## config.mk

```make
export PLATFORM = sky130hd
export DESIGN_NAME = mem_access_stage_flat
export DESIGN_NICKNAME = d
export VERILOG_FILES = /design/src/rtl/mem_access_stage_if.sv /design/src/rtl/mem_access_stage.sv /design/src/flat_wrapper.sv
export SDC_FILE = /design/constraint.sdc
export NUM_CORES = 1
export LEC_CHECK = 0
export BUFFER_PORTS_ARGS = -buffer_cell sky130_fd_sc_hd__buf_2
export CAP_MARGIN = 20
export CORE_ASPECT_RATIO = 1.2
export CORE_MARGIN = 10
export CORE_UTILIZATION = 50
export CTS_BUF_LIST = sky130_fd_sc_hd__clkbuf_4 sky130_fd_sc_hd__clkbuf_8
export DETAILED_ROUTE_END_ITERATION = 8
export PLACE_DENSITY = 0.95
export SLEW_MARGIN = 20
export SYNTH_ARGS = -nofsm -noshare
export SYNTH_HDL_FRONTEND = slang
export SYNTH_SLANG_ARGS = --single-unit
```

## constraint.sdc

```tcl
create_clock -name clk -period 6.8 [get_ports clk]
set_clock_uncertainty 0.2 [all_clocks]
set_input_delay 0.68 -clock clk [delete_from_list [all_inputs] [get_ports clk]]
set_output_delay 0.68 -clock clk [all_outputs]
set_load 0.005 [all_outputs]
```

## src/rtl/mem_access_stage_if.sv

```systemverilog
// Memory-side handshake bundle for mem_access_stage: request/write-enable/address/data out,
// ack/read data back.
interface mem_access_stage_if;
  logic        mem_req;
  logic        mem_we;
  logic [31:0] mem_addr;
  logic [31:0] mem_wdata;
  logic        mem_ack;
  logic [31:0] mem_rdata;

  modport master (
    output mem_req, mem_we, mem_addr, mem_wdata,
    input  mem_ack, mem_rdata
  );

  modport slave (
    input  mem_req, mem_we, mem_addr, mem_wdata,
    output mem_ack, mem_rdata
  );
endinterface

```

## src/rtl/mem_access_stage.sv

```systemverilog
// MEM pipeline stage: multi-cycle memory access FSM with pipeline stall and MEM/WB register.
// Optional access timeout/abort enabled by defining MEM_TIMEOUT_EN.
module mem_access_stage #(
  parameter int unsigned TIMEOUT_CYCLES = 255
) (
  input  logic                       clk,
  input  logic                       reset,
  input  logic                       RegWriteIn,
  input  logic                       MemtoRegIn,
  input  logic                       MemWriteIn,
  input  logic                       MemReadIn,
  input  logic                       BranchIn,
  input  logic                       ZeroIn,
  input  logic [31:0]                ALUResultIn,
  input  logic [31:0]                WriteDataIn,
  input  logic [4:0]                 WriteRegIn,
  input  logic [7:0]                 BranchTargetIn,
  mem_access_stage_if.master         mem,
  output logic                       stall,
  output logic                       PCSrc,
  output logic [7:0]                 BranchTargetOut,
  output logic                       RegWriteOut,
  output logic                       MemtoRegOut,
  output logic [31:0]                ReadDataOut,
  output logic [31:0]                ALUResultOut,
  output logic [4:0]                 WriteRegOut,
  output logic                       mem_error
);

  typedef enum logic {IDLE, ACCESS} state_t;

  state_t      state, state_next;
  logic        mem_op;
  logic        done;
  logic        abort;
  logic        stall_c;
  logic        req_c;

  logic        lat_we;
  logic        lat_rw;
  logic        lat_m2r;
  logic [31:0] lat_addr;
  logic [31:0] lat_wdata;
  logic [4:0]  lat_wreg;

  if (TIMEOUT_CYCLES == 0) begin : g_bad_timeout
    $error("TIMEOUT_CYCLES must be nonzero");
  end

  assign mem_op = MemReadIn | MemWriteIn;
  assign done   = (state == ACCESS) && mem.mem_ack;

`ifdef MEM_TIMEOUT_EN
  localparam int unsigned CW = (TIMEOUT_CYCLES > 1) ? $clog2(TIMEOUT_CYCLES) : 1;
  localparam logic [CW-1:0] TLAST = CW'(TIMEOUT_CYCLES - 1);

  logic [CW-1:0] cnt;

  // Abort fires in the TIMEOUT_CYCLES-th unacknowledged ACCESS cycle.
  assign abort = (state == ACCESS) && !mem.mem_ack && (cnt == TLAST);

  always_ff @(posedge clk or posedge reset) begin
    if (reset) begin
      cnt       <= '0;
      mem_error <= 1'b0;
    end else begin
      mem_error <= abort;
      if (state == ACCESS && !mem.mem_ack && !abort)
        cnt <= cnt + 1'b1;
      else
        cnt <= '0;
    end
  end
`else
  assign abort     = 1'b0;
  assign mem_error = 1'b0;
`endif

  always_comb begin
    state_next = state;
    stall_c    = 1'b0;
    req_c      = 1'b0;
    case (state)
      IDLE: begin
        if (mem_op) begin
          state_next = ACCESS;
          stall_c    = 1'b1;
        end
      end
      ACCESS: begin
        req_c = 1'b1;
        if (mem.mem_ack || abort)
          state_next = IDLE;
        else
          stall_c = 1'b1;
      end
      default: state_next = IDLE;
    endcase
  end

  assign stall           = stall_c & ~reset;
  assign PCSrc           = BranchIn & ZeroIn & ~stall;
  assign BranchTargetOut = BranchTargetIn;

  assign mem.mem_req   = req_c;
  assign mem.mem_we    = req_c & lat_we;
  assign mem.mem_addr  = lat_addr;
  assign mem.mem_wdata = lat_wdata;

  always_ff @(posedge clk or posedge reset) begin
    if (reset) state <= IDLE;
    else       state <= state_next;
  end

  always_ff @(posedge clk or posedge reset) begin
    if (reset) begin
      lat_we    <= 1'b0;
      lat_rw    <= 1'b0;
      lat_m2r   <= 1'b0;
      lat_addr  <= '0;
      lat_wdata <= '0;
      lat_wreg  <= '0;
    end else if (state == IDLE && mem_op) begin
      lat_we    <= MemWriteIn;
      lat_rw    <= RegWriteIn;
      lat_m2r   <= MemtoRegIn;
      lat_addr  <= ALUResultIn;
      lat_wdata <= WriteDataIn;
      lat_wreg  <= WriteRegIn;
    end
  end

  // MEM/WB register: pass-through for non-memory ops, latched fields on completion,
  // bubble (RegWrite cleared, rest held) on every other edge.
  always_ff @(posedge clk or posedge reset) begin
    if (reset) begin
      RegWriteOut  <= 1'b0;
      MemtoRegOut  <= 1'b0;
      ReadDataOut  <= '0;
      ALUResultOut <= '0;
      WriteRegOut  <= '0;
    end else if (state == IDLE && !mem_op) begin
      RegWriteOut  <= RegWriteIn;
      MemtoRegOut  <= MemtoRegIn;
      ReadDataOut  <= '0;
      ALUResultOut <= ALUResultIn;
      WriteRegOut  <= WriteRegIn;
    end else if (done) begin
      RegWriteOut  <= lat_rw;
      MemtoRegOut  <= lat_m2r;
      ReadDataOut  <= lat_we ? '0 : mem.mem_rdata;
      ALUResultOut <= lat_addr;
      WriteRegOut  <= lat_wreg;
    end else begin
      RegWriteOut  <= 1'b0;
    end
  end

endmodule

```

## src/flat_wrapper.sv

```systemverilog
// flat-port wrapper written by rule: the top's interface ports become plain ports
module mem_access_stage_flat 
#(
  parameter int unsigned TIMEOUT_CYCLES = 255
)
  (clk, reset, RegWriteIn, MemtoRegIn, MemWriteIn, MemReadIn, BranchIn, ZeroIn, ALUResultIn, WriteDataIn, WriteRegIn, BranchTargetIn, stall, PCSrc, BranchTargetOut, RegWriteOut, MemtoRegOut, ReadDataOut, ALUResultOut, WriteRegOut, mem_error, mem_mem_req, mem_mem_we, mem_mem_addr, mem_mem_wdata, mem_mem_ack, mem_mem_rdata);
  mem_access_stage_if mem_i ();
  input  logic clk;
  input  logic reset;
  input  logic RegWriteIn;
  input  logic MemtoRegIn;
  input  logic MemWriteIn;
  input  logic MemReadIn;
  input  logic BranchIn;
  input  logic ZeroIn;
  input  logic [31:0] ALUResultIn;
  input  logic [31:0] WriteDataIn;
  input  logic [4:0] WriteRegIn;
  input  logic [7:0] BranchTargetIn;
  output logic stall;
  output logic PCSrc;
  output logic [7:0] BranchTargetOut;
  output logic RegWriteOut;
  output logic MemtoRegOut;
  output logic [31:0] ReadDataOut;
  output logic [31:0] ALUResultOut;
  output logic [4:0] WriteRegOut;
  output logic mem_error;
  output wire logic [$bits(mem_i.mem_req)-1:0] mem_mem_req;
  output wire logic [$bits(mem_i.mem_we)-1:0] mem_mem_we;
  output wire logic [$bits(mem_i.mem_addr)-1:0] mem_mem_addr;
  output wire logic [$bits(mem_i.mem_wdata)-1:0] mem_mem_wdata;
  input wire logic [$bits(mem_i.mem_ack)-1:0] mem_mem_ack;
  input wire logic [$bits(mem_i.mem_rdata)-1:0] mem_mem_rdata;
  assign mem_mem_req = mem_i.mem_req;
  assign mem_mem_we = mem_i.mem_we;
  assign mem_mem_addr = mem_i.mem_addr;
  assign mem_mem_wdata = mem_i.mem_wdata;
  assign mem_i.mem_ack = mem_mem_ack;
  assign mem_i.mem_rdata = mem_mem_rdata;
  mem_access_stage #(.TIMEOUT_CYCLES(TIMEOUT_CYCLES)) u_core (.clk(clk), .reset(reset), .RegWriteIn(RegWriteIn), .MemtoRegIn(MemtoRegIn), .MemWriteIn(MemWriteIn), .MemReadIn(MemReadIn), .BranchIn(BranchIn), .ZeroIn(ZeroIn), .ALUResultIn(ALUResultIn), .WriteDataIn(WriteDataIn), .WriteRegIn(WriteRegIn), .BranchTargetIn(BranchTargetIn), .mem(mem_i), .stall(stall), .PCSrc(PCSrc), .BranchTargetOut(BranchTargetOut), .RegWriteOut(RegWriteOut), .MemtoRegOut(MemtoRegOut), .ReadDataOut(ReadDataOut), .ALUResultOut(ALUResultOut), .WriteRegOut(WriteRegOut), .mem_error(mem_error));
endmodule
```

==> metrics.md, run 1 <==
| Metric | Value |
|---|---|
| Clk Latency, worst-skew pair | ~0.42 ns |
| CP max stage delay | approximately 0.61 ns |
| Setup TNS Final | 0 ns |
| Syn_area_per_cell | 14.0 um^2 |
| Die height | around 140 um |
| Cell count after synthesis | 434 |
| Drc violations | 0 |
| Top post-synthesis cells by area | dfrtp_1, mux2_2, a311o_1 |
| Critical Path Sink Type | output pin |
| Layout cells sized above 1 | 0.551 |
| Crit path kind | flip-flop to output pin |
| Post-CTS Repair Setup Buffers | 0 |
| Post-placement setup slack | 3.45 ns |
| CP cell instances | buf_4 -> nor3_1 -> o211a_1 -> buf_2 |
| 1st-iter DRT viols | 460 |
| Sink Count | between 100 and 150 |
| Req. time, crit path | roughly 6 ns |
| Post-synthesis cell type count | 22 |
| Tmin final | ~2.9 ns |
| M2 GR Usage | 0.348 |
| Synth Warn # | 0 |
| Largest family of logic cells by synthesized area | multiplexers |
| Num rows | between 40 and 50 |
| Cts bufs inserted | 17 |
| I/O Buffers | around 250 |
| Final WL | ~18000 um |
| Syn Nets | 552 |
| Highest clock rate | approximately 350 MHz |
| Total Die Area | approximately 17000 um^2 |
| Seq/Total Area, Yosys | 0.593 |
| Mean routed wirelength per cell | roughly 22 um |
| Initial antenna violation count | 0 |
| Hold WS | 0.121 ns |
| GP Congestion | ~0.79 |
| Leakage | ~3.8 nW |
| Pwr Total | between 2 and 2.5 mW |
| Post-synthesis compound-gate area fraction | 0.121 |
| Number of max-cap violations | 0 |
| XOR/XNOR share of the synthesized area | 0 |
| Mux cell area share after synthesis | 0.133 |
| CP max-delay cell | buf_4 |
| Resized cells post-CTS | 0 |
| Mapped Area | a little over 6000 um^2 |
| Initial core utilization | 0.507 |
| Final HPWL DP | 12300 um |
| Arrival @ worst endpoint | approximately 2.0 ns |
| Area Overhead vs Synth | 26.9% |
| Number of routed nets with antenna violations | 0 |
| Final worst slack | around 4 ns |
| Peak VDD IR | between 0.15 and 0.2 mV |
| RSZ-0062 raised after global routing | no |
| Final-layout fill cell count | 934 |
| R2R cell count | 5 |
| Met1 usage | 0.222 |
| Least-Margin Pin Slew | ~0.8 ns |
| Status | complete, no violations |
| CTS Buffer Depth | 2 |
| M3 GR Usage | 0.0775 |
| CP bufs+invs | 2 |
| R2R setup slack | 3.98 ns |
| Family with the most delay on the worst path | buffers and inverters |
| Fin. max-slew vios | 0 |
| First drt pass iteration count | 5 |
| TritonCTS clock tree | done |
| DR vias/cell | about 5.9 |
| Share of Yosys cell area claimed by the top area cell type | 0.593 |
| Vias | around 4.8k |
| Final #Nets | between 700 and 800 |
| Overall Global Routing Usage | 0.204 |
| Yosys top cell by area | dfrtp_1 |
| H-tree levels | 4 |
| Number of global-route vias before repair | 5329 |
| Hold Buf Count CTS | 0 |
| Flops & latches, synth | approximately 140 |
| Largest net degree at the start of global routing | 86 |
| Final Setup Violations | 0 |
| Clock slew at reported path FFs | 0.08 ns |
| Pwr/cell area | a little over 300 nW/um^2 |
| IO Pins | 266 |
| Synth Area in Simple Gates | 0.101 |
| Gr busiest metal | met2 |
| R2r endpoint | u_core.lat_wreg[2] |
| Die width | around 120 um |
| Core ar. | between 10000 and 15000 um^2 |
| Worst R2R Start | u_core.state |
| Max FO, Critical Path | 85 |
| CP startpoint kind | flip-flop |
| Max_slew headroom | 0.451 |
| Total grt overflow | 0 |
| Root buf cell | clkbuf_8 |
| Period utilization | 0.426 |
| Final number of hold-violating endpoints | 0 |
| HP Class | primary input to async pin |
| Ant diodes | 0 |
| First-pass GRT wire length | 28000 um |
| Adder-Cell Fraction of Synth Area | 0 |
worst max path at each step:
stage | from | cells past startpoint | end | slack, ns
2_1_floorplan | reset | 1 | u_core.ALUResultOut[0] | 2.05
3_3_place_gp | MemWriteIn | 5 | u_core.mem.mem_wdata[23] | 3.60
3_5_place_dp | MemWriteIn | 5 | u_core.lat_wreg[2] | 3.45
4_1_cts | u_core.state | 4 | PCSrc | 3.87
5_1_grt | u_core.state | 4 | PCSrc | 3.70
6_report | u_core.state | 4 | PCSrc | 3.91
cell families after synthesis:
group	Yosys count
buffers and inverters	59
and+or+nand+nor	84
other	1
muxes	72
AOI/OAI and AO/OA	74
DFF	144
through the flow:
step,cell area (um^2),util,instances
finish,7720,0.643,825
floorplan,6080,-,434
global placement,7290,0.607,792
CTS,7670,0.639,823
global route,7720,0.643,825
detailed placement,7290,0.607,792
cell usage after synthesis:
library cell / count
a311o_1: 38
dfrtp_1: 144
nor4b_1: 38
inv_1: 1
nor2_1: 2
and3_1: 38
conb_1: 1
buf_2: 16
o21bai_1: 1
mux2_2: 72
nand2_1: 1
and2_1: 2
o211a_1: 1
buf_6: 5
a21o_1: 1
nor3_1: 1
clkbuf_1: 28
a22o_1: 1
and3b_1: 1
buf_4: 9
a32o_1: 32
or3_1: 1
placed cells by master (no fill, tap or decap):
master	Yosys	routed
clkbuf_8	0	17
inv_6	0	2
conb_1	1	1
and2_1	2	2
clkinv_4	0	3
and3b_2	0	1
a21o_1	1	1
clkinvlp_4	0	3
nand2_2	0	1
nor3_1	1	1
bufinv_16	0	2
mux2_2	72	72
o211a_1	1	1
nor2_1	2	2
and3_1	38	38
dfrtp_2	0	1
buf_4	9	7
buf_16	0	1
dfrtp_1	144	143
or3_4	0	1
a22o_1	1	1
a32o_1	32	32
buf_2	16	248
buf_12	0	1
clkinv_2	0	5
nor4b_1	38	38
a311o_1	38	38
o21bai_4	0	1
power by group:
| part | internal (mW) | leakage (nW) | switching, mW |
|---|---|---|---|
| Sequential | 1.05 | 1.75 | 0.113 |
| Combinational | 0.321 | 1.84 | 0.268 |
| Clock | 0.323 | 0.187 | 0.324 |
| Total | 1.69 | 3.77 | 0.705 |
sequential cells by signal, summed over array words and instances (netlist names):
signal and flops:
u_core.lat_rw 1, u_core.mem.mem_addr 32, u_core.mem.mem_wdata 32, u_core.state 1, u_core.ReadDataOut 32, u_core.WriteRegOut 5
u_core.ALUResultOut 32, u_core.lat_we 1, u_core.lat_wreg 5, u_core.RegWriteOut 1, u_core.lat_m2r 1, u_core.MemtoRegOut 1
layer usage:
metal  share of wire  wire length (um)  vias up
met1            0.37              6560     2451
met4           0.027               471        0
met3           0.086              1520       38
met2            0.52              9200      253
met5               0                 0        -
li1                -                 -     2104
final cells by class:
cell class                 count  area, um^2  share of cell area
multi-input combinational    231        2180               0.283
clock buffer                  17         234              0.0303
timing repair buffer         257        1340               0.174
tap                          161         201              0.0261
inverter                       1        8.76             0.00114
sequential                   144        3600               0.467
clock inverter                14         143              0.0185
No activity file was read; power rests on OpenSTA's default activity.
==> run 2: changes to the inputs <==
--- a/config.mk
+++ b/config.mk
@@ -9,10 +9,10 @@
 export CAP_MARGIN = 20
 export CORE_ASPECT_RATIO = 1.2
 export CORE_MARGIN = 10
-export CORE_UTILIZATION = 50
+export CORE_UTILIZATION = 49
 export CTS_BUF_LIST = sky130_fd_sc_hd__clkbuf_4 sky130_fd_sc_hd__clkbuf_8
 export DETAILED_ROUTE_END_ITERATION = 8
-export PLACE_DENSITY = 0.95
+export PLACE_DENSITY = 0.93
 export SLEW_MARGIN = 20
 export SYNTH_ARGS = -nofsm -noshare
 export SYNTH_HDL_FRONTEND = slang
==> constraint.sdc (replaced) <==
create_clock -name clk -period 2.74 [get_ports clk]
set_clock_uncertainty 0.2 [all_clocks]
set_input_delay 0.274 -clock clk [delete_from_list [all_inputs] [get_ports clk]]
set_output_delay 0.274 -clock clk [all_outputs]
set_load 0.005 [all_outputs]
==> run 2 against run 1 <==
Non-clock buffer count up 109. Combinational power rose to 2.8 times the previous value. Total power grew to 2.7 times the previous value.
==> metrics.md, run 2 (synthesized netlist as in run 1, its figures left out) <==
| Metric | Value |
|---|---|
| Number of global-route vias before repair | 5860 (+10%) |
| Status | complete, no violations |
| Commonest non-fill, non-tap cell in the layout | buf_2 |
| Die width | 122 um (+0.85%) |
| Final HPWL DP | 12800 um (+4.0%) |
| Number of max-cap violations | 0 (unchanged) |
| Overall Global Routing Usage | 0.237 (+0.0324) |
| Clk Latency, worst-skew pair | 0.43 ns (about the same) |
| CP startpoint kind | flip-flop |
| Crit path kind | flip-flop to output pin |
| Period utilization | 0.880 |
| Fin. max-slew vios | 0 (unchanged) |
| Resized cells post-CTS | 0 (unchanged) |
| Leakage | 4.27 nW (+13%) |
| DR vias/cell | 5.83 (-0.68%) |
| Final #Nets | 879 (+14%) |
| Sink Count | 144 (unchanged) |
| Largest net degree at the start of global routing | 85 (-1.2%) |
| CTS Buffer Depth | 2 (unchanged) |
| Highest clock rate | a little over 400 MHz |
| Setup TNS Final | 0 ns (unchanged) |
| RSZ-0062 raised after global routing | no |
| Req. time, crit path | 2.27 ns (-3.65 ns) |
| Final number of hold-violating endpoints | 0 (unchanged) |
| Pwr Total | 6.46 mW (+170%) |
| Total Die Area | 17300 um^2 (+1.7%) |
| Final Setup Violations | 0 (unchanged) |
| Final WL | 21100 um (+19%) |
| Most frequent cells in the layout | buf_2, dfrtp_1, dlygate4sd3_1 |
| Initial antenna violation count | 3 (+3) |
| Max FO, Critical Path | 84 (-1.2%) |
| GP Congestion | 0.787 (unchanged) |
| Die height | 142 um (+0.87%) |
| Total grt overflow | 0 (unchanged) |
| Number of routed nets with antenna violations | 0 (unchanged) |
| Root buf cell | clkbuf_8 |
| Mean routed wirelength per cell | 22.5 um (+4.5%) |
| Pwr/cell area | 727 nW/um^2 (+130%) |
| Num rows | 44 (unchanged) |
| H-tree levels | 4 (unchanged) |
| First-pass GRT wire length | 32700 um (+17%) |
| Layout cells sized above 1 | 0.479 (-0.0719) |
| First drt pass iteration count | 5 (unchanged) |
| Clock slew at reported path FFs | 0.08 ns (about the same) |
| I/O Buffers | 248 (unchanged) |
| IO Pins | 266 (unchanged) |
| Max_slew headroom | 0.604 (+0.153) |
| 1st-iter DRT viols | 548 (+19%) |
| Initial core utilization | 0.502 (-0.00461) |
| Area Overhead vs Synth | 46.3% |
| Least-Margin Pin Slew | 0.586 ns (-0.238 ns) |
| Arrival @ worst endpoint | 1.94 ns (-0.07 ns) |
| Tmin final | between 2 and 2.5 ns |
| HP Class | primary input to async pin |
| Drc violations | 0 (unchanged) |
| Peak VDD IR | 0.422 mV (+170%) |
| R2R cell count | 4 (-1) |
| TritonCTS clock tree | done |
| Core ar. | 12100 um^2 (+0.92%) |
| Cts bufs inserted | 17 (unchanged) |
| Critical Path Sink Type | output pin |
| Vias | 5484 (+13%) |
## run 2: changes by cell type in the layout (fill, tap and decap cells not counted), moves of 2 or more
| cell | before | now |
|---|---|---|
| buf_4 | 7 | 11 |
| diode_2 | 0 | 5 |
| clkinv_2 | 5 | 3 |
| bufinv_16 | 2 | 5 |
| buf_12 | 1 | 3 |
| dlygate4sd3_1 | 0 | 104 |
## run 2: cell type report
cell class | count | area, um^2
multi-input cells | 231 | 2180
fillers | 766 | 3220
well taps | 161 | 201
clock inverters | 13 | 208
flip-flops and latches | 144 | 3600
inverters | 1 | 7.51
repair buffers | 366 | 2420
diodes | 5 | 12.5
clock buffers | 19 | 255
## run 2: path summary, 6_finish.rpt
| path | from | end | slack (ns) |
|---|---|---|---|
| setup / recovery | u_core.state | PCSrc | 0.33 |
| hold / removal | reset | u_core.lat_rw | 0.11 |
| setup reg to reg | u_core.state | u_core.mem.mem_wdata[21] | 0.75 |
| hold reg to reg | u_core.mem.mem_wdata[1] | u_core.mem.mem_wdata[1] | 0.30 |
| max in group asynchronous | reset | u_core.ReadDataOut[29] | 1.55 |
| min in group clk | MemWriteIn | u_core.lat_we | 0.26 |
## run 2: stage by stage
stage	instance area [um^2]	hold slack (ns)	std cells	util	setup slack (ns)
floorplan	6080	0.207	434	-	0.461
global placement	7380	0.0135	799	0.609	0.674
detailed placement	7380	0.0187	799	0.609	0.638
CTS	8880	0.0844	935	0.733	0.283
global route	8890	0.0987	938	0.734	0.186
finish	8890	0.115	940	0.734	0.330
## run 2: where the power goes
group | total, mW | internal (mW) | switching (mW)
logic | 1.64 | 0.902 | 0.734
clock network | 1.94 | 1.12 | 0.815
registers | 2.89 | 2.59 | 0.296
total | 6.46 | 4.62 | 1.85
## run 2: critical path: stages, from the launching register on
cell and delay (ns):
dfrtp_2 0.42, buf_12 0.22, nor3_1 0.52, o211a_1 0.23
buf_2 0.11
## run 2: metal layers
layer / GRT usage / up-vias / share of wire
met5: 0 / - / 0
met4: 0.115 / 0 / 0.033
met3: 0.0810 / 58 / 0.099
met2: 0.397 / 364 / 0.52
met1: 0.263 / 2726 / 0.35
li1: - / 2336 / -
## run 2: repair_timing
item                                   4_1_cts  5_1_grt
setup buffers                                0        0
endpoints found under the hold margin      248        0
hold buffers                               104        0
==> run 3: changes to the inputs <==
--- a/config.mk
+++ b/config.mk
@@ -9,10 +9,10 @@
 export CAP_MARGIN = 20
 export CORE_ASPECT_RATIO = 1.2
 export CORE_MARGIN = 10
-export CORE_UTILIZATION = 49
+export CORE_UTILIZATION = 50
 export CTS_BUF_LIST = sky130_fd_sc_hd__clkbuf_4 sky130_fd_sc_hd__clkbuf_8
 export DETAILED_ROUTE_END_ITERATION = 8
-export PLACE_DENSITY = 0.93
+export PLACE_DENSITY = 0.95
 export SLEW_MARGIN = 20
 export SYNTH_ARGS = -nofsm -noshare
 export SYNTH_HDL_FRONTEND = slang
==> constraint.sdc (replaced) <==
create_clock -name clk -period 2.84 [get_ports clk]
set_clock_uncertainty 0.2 [all_clocks]
set_input_delay 0.284 -clock clk [delete_from_list [all_inputs] [get_ports clk]]
set_output_delay 0.284 -clock clk [all_outputs]
set_load 0.005 [all_outputs]
==> run 3 against run 2 <==
Design area down 1.2%. Flip-flop and latch count did not move. Total power is 9.0% lower. Non-clock buffer count down 2. Count of clock-buffer cells in the layout is 1 lower. Clock power is 22% lower. First-iteration DRC count decreased by 18%. Worst setup slack worse by 0.029 ns. Combinational power down 4%. Via count decreased by 0.66%. Critical path depth stayed put.
==> metrics.md, run 3 (synthesized netlist as in run 1, its figures left out) <==
| Metric | Value |
|---|---|
| Top layer used by detailed routing | met4 |
| Least-Margin Pin Slew | 1.03 ns (+0.445 ns) |
| CP startpoint kind | flip-flop |
| RSZ-0062 raised after global routing | no |
| Drc violations | 0 (unchanged) |
| Number of global-route vias before repair | 6170 (+5.3%) |
| Pwr/cell area | 670 nW/um^2 (-7.9%) |
| CP cell instances | buf_4 -> nor3_1 -> o211a_1 -> buf_2 |
| IO Pins | 266 (unchanged) |
| First-pass GRT wire length | 33400 um (+2.1%) |
| Comb pwr share | 0.269 (+0.016) |
| Number of routed nets with antenna violations | 0 (unchanged) |
| CP max stage delay | 0.54 ns (+0.02 ns) |
| Clock slew at reported path FFs | 0.09 ns (about the same) |
| HP Class | primary input to flip-flop |
| Commonest non-fill, non-tap cell in the layout | buf_2 |
| Crit path kind | flip-flop to output pin |
| R2R setup slack | 0.72 ns (-0.03 ns) |
| Fin cells | 934 (-0.64%) |
| 1st-iter DRT viols | 452 (-18%) |
| Final HPWL DP | 12900 um (+0.81%) |
| Resized cells post-CTS | 0 (unchanged) |
| Area Overhead vs Synth | 44.5% |
| I/O Buffers | 248 (unchanged) |
| Family with the most delay on the worst path | simple AND/OR/NAND/NOR gates |
| Final-layout fill cell count | 711 (-7.2%) |
| Final Setup Violations | 0 (unchanged) |
| Critical Path Sink Type | output pin |
| CTS Buffer Depth | 2 (unchanged) |
| Area occupied by multi-input gates | 2180 um^2 (unchanged) |
| Core ar. | 12000 um^2 (-0.91%) |
| CP endpoint | PCSrc |
| GP Congestion | 0.810 (+2.9%) |
| Initial antenna violation count | 1 (-2) |
| Final #Nets | 877 (-0.23%) |
| Met1 Wirelength | 7250 um (-2.4%) |
| Mean routed wirelength per cell | 22.4 um (-0.37%) |
| Final number of hold-violating endpoints | 0 (unchanged) |
| TritonCTS clock tree | done |
| Metal3 WL | 1740 um (-17%) |
| Peak VDD IR | 0.444 mV (+5.2%) |
| Fin. max-slew vios | 0 (unchanged) |
| Die height | 141 um (-0.87%) |
| Internal Power | 4.03 mW (-13%) |
| Tmin final | ~2.5 ns |
| CP bufs+invs | 2 (unchanged) |
| Leakage | 4.22 nW (-1.3%) |
| Setup TNS Final | 0 ns (unchanged) |
| Number of max-cap violations | 0 (unchanged) |
| Worst R2R Start | u_core.state |
| Final WL | 20900 um (-1.0%) |
| Period utilization | 0.894 |
| Num rows | 44 (unchanged) |
| Met2 wire length | 11100 um (+1.1%) |
| Initial core utilization | 0.507 (+0.00461) |
| Die width | 121 um (-0.84%) |
| Overall Global Routing Usage | 0.244 (+0.00696) |
| Arrival @ worst endpoint | 2.06 ns (+0.12 ns) |
| R2R cell count | 3 (-1) |
| Sequential power share | 0.475 (+0.028) |
| Sw Share | 0.316 (+0.0300) |
| Layout cells sized above 1 | 0.478 (-0.00135) |
| Total Die Area | 17000 um^2 (-1.7%) |
| Root buf cell | clkbuf_8 |
| Status | complete, no violations |
| Max_slew headroom | 0.311 (-0.293) |
| R2r endpoint | u_core.ALUResultOut[5] |
| Most frequent cells in the layout | buf_2, dfrtp_1, dlygate4sd3_1 |
| Switching power | 1.86 mW (+0.59%) |
| Clk Latency, worst-skew pair | 0.43 ns (about the same) |
| Register Area | 3600 um^2 (unchanged) |
| Req. time, crit path | 2.36 ns (+0.09 ns) |
| Placed instance count | 797 (-0.25%) |
| Vias | 5448 (-0.66%) |
| Largest net degree at the start of global routing | 77 (-9.4%) |
| Pwr Total | 5.88 mW (-9.0%) |
| H-tree levels | 4 (unchanged) |
| Highest clock rate | about 390 MHz |
| Max FO, Critical Path | 37 (-56%) |
| Sink Count | 144 (unchanged) |
| Worst Setup SP | u_core.state |
| CP max-delay cell | nor3_1 |
| Clk network pwr share | 0.256 (-0.044) |
| DR vias/cell | 5.83 (about the same) |
| First drt pass iteration count | 5 (unchanged) |
| Critical Path Stages | 4 (unchanged) |
| Total grt overflow | 0 (unchanged) |
| Cts bufs inserted | 17 (unchanged) |
## run 3: layout make-up
class | count | area share
antenna | 1 | 0.000285
sequential | 144 | 0.410
clock buffer | 18 | 0.0282
timing repair buffer | 364 | 0.276
tap | 161 | 0.0229
clock inverter | 14 | 0.0137
multi-input combinational | 231 | 0.248
inverter | 1 | 0.000855
## run 3: power by group through the flow
stage	logic, mW	clock network [mW]	registers, mW
5_1_grt	1.72	1.63	2.84
3_3_place_gp	1.37	0	2.77
6_report	1.58	1.51	2.80
3_5_place_dp	1.44	0	2.81
2_1_floorplan	0.677	0	2.80
4_1_cts	1.56	1.53	2.77
## run 3: worst min path at each step
stage,startpoint,to,slack (ns),depth (start not counted)
2_1_floorplan,RegWriteIn,u_core.RegWriteOut,0.22,1
3_3_place_gp,reset,u_core.lat_rw,0.23,3
3_5_place_dp,reset,u_core.mem.mem_wdata[28],0.25,3
4_1_cts,MemWriteIn,u_core.WriteRegOut[4],0.26,3
5_1_grt,MemWriteIn,u_core.WriteRegOut[4],0.29,3
6_report,MemWriteIn,u_core.WriteRegOut[4],0.29,3
## run 3: metal layers
metal | GRT usage | vias up
met3 | 0.0863 | 74
met4 | 0.120 | 0
met1 | 0.248 | 2745
li1 | - | 2327
met2 | 0.432 | 302
met5 | 0 | -
## run 3: repair_timing
| action | 4_1_cts | 5_1_grt |
|---|---|---|
| buffers inserted | 0 | 0 |
| setup endpoints to repair | 0 | 0 |
| hold endpoints to repair | 180 | 0 |
| hold buffers | 104 | 0 |
## run 3: stage by stage
step | utilization | instance area (um^2) | hold WS, ns | worst slack [ns]
6_report | 0.732 | 8780 | 0.286 | 0.300
5_1_grt | 0.732 | 8780 | 0.294 | 0.175
4_1_cts | 0.732 | 8780 | 0.259 | 0.312
3_5_place_dp | 0.614 | 7370 | 0.247 | 0.531
3_3_place_gp | 0.614 | 7370 | 0.226 | 0.615
2_1_floorplan | - | 6080 | 0.217 | 0.551
## run 3: tightest hold or removal path: stages
cell     delay (ns)
buf_2          0.13
or3_2          0.27
a311o_1        0.20
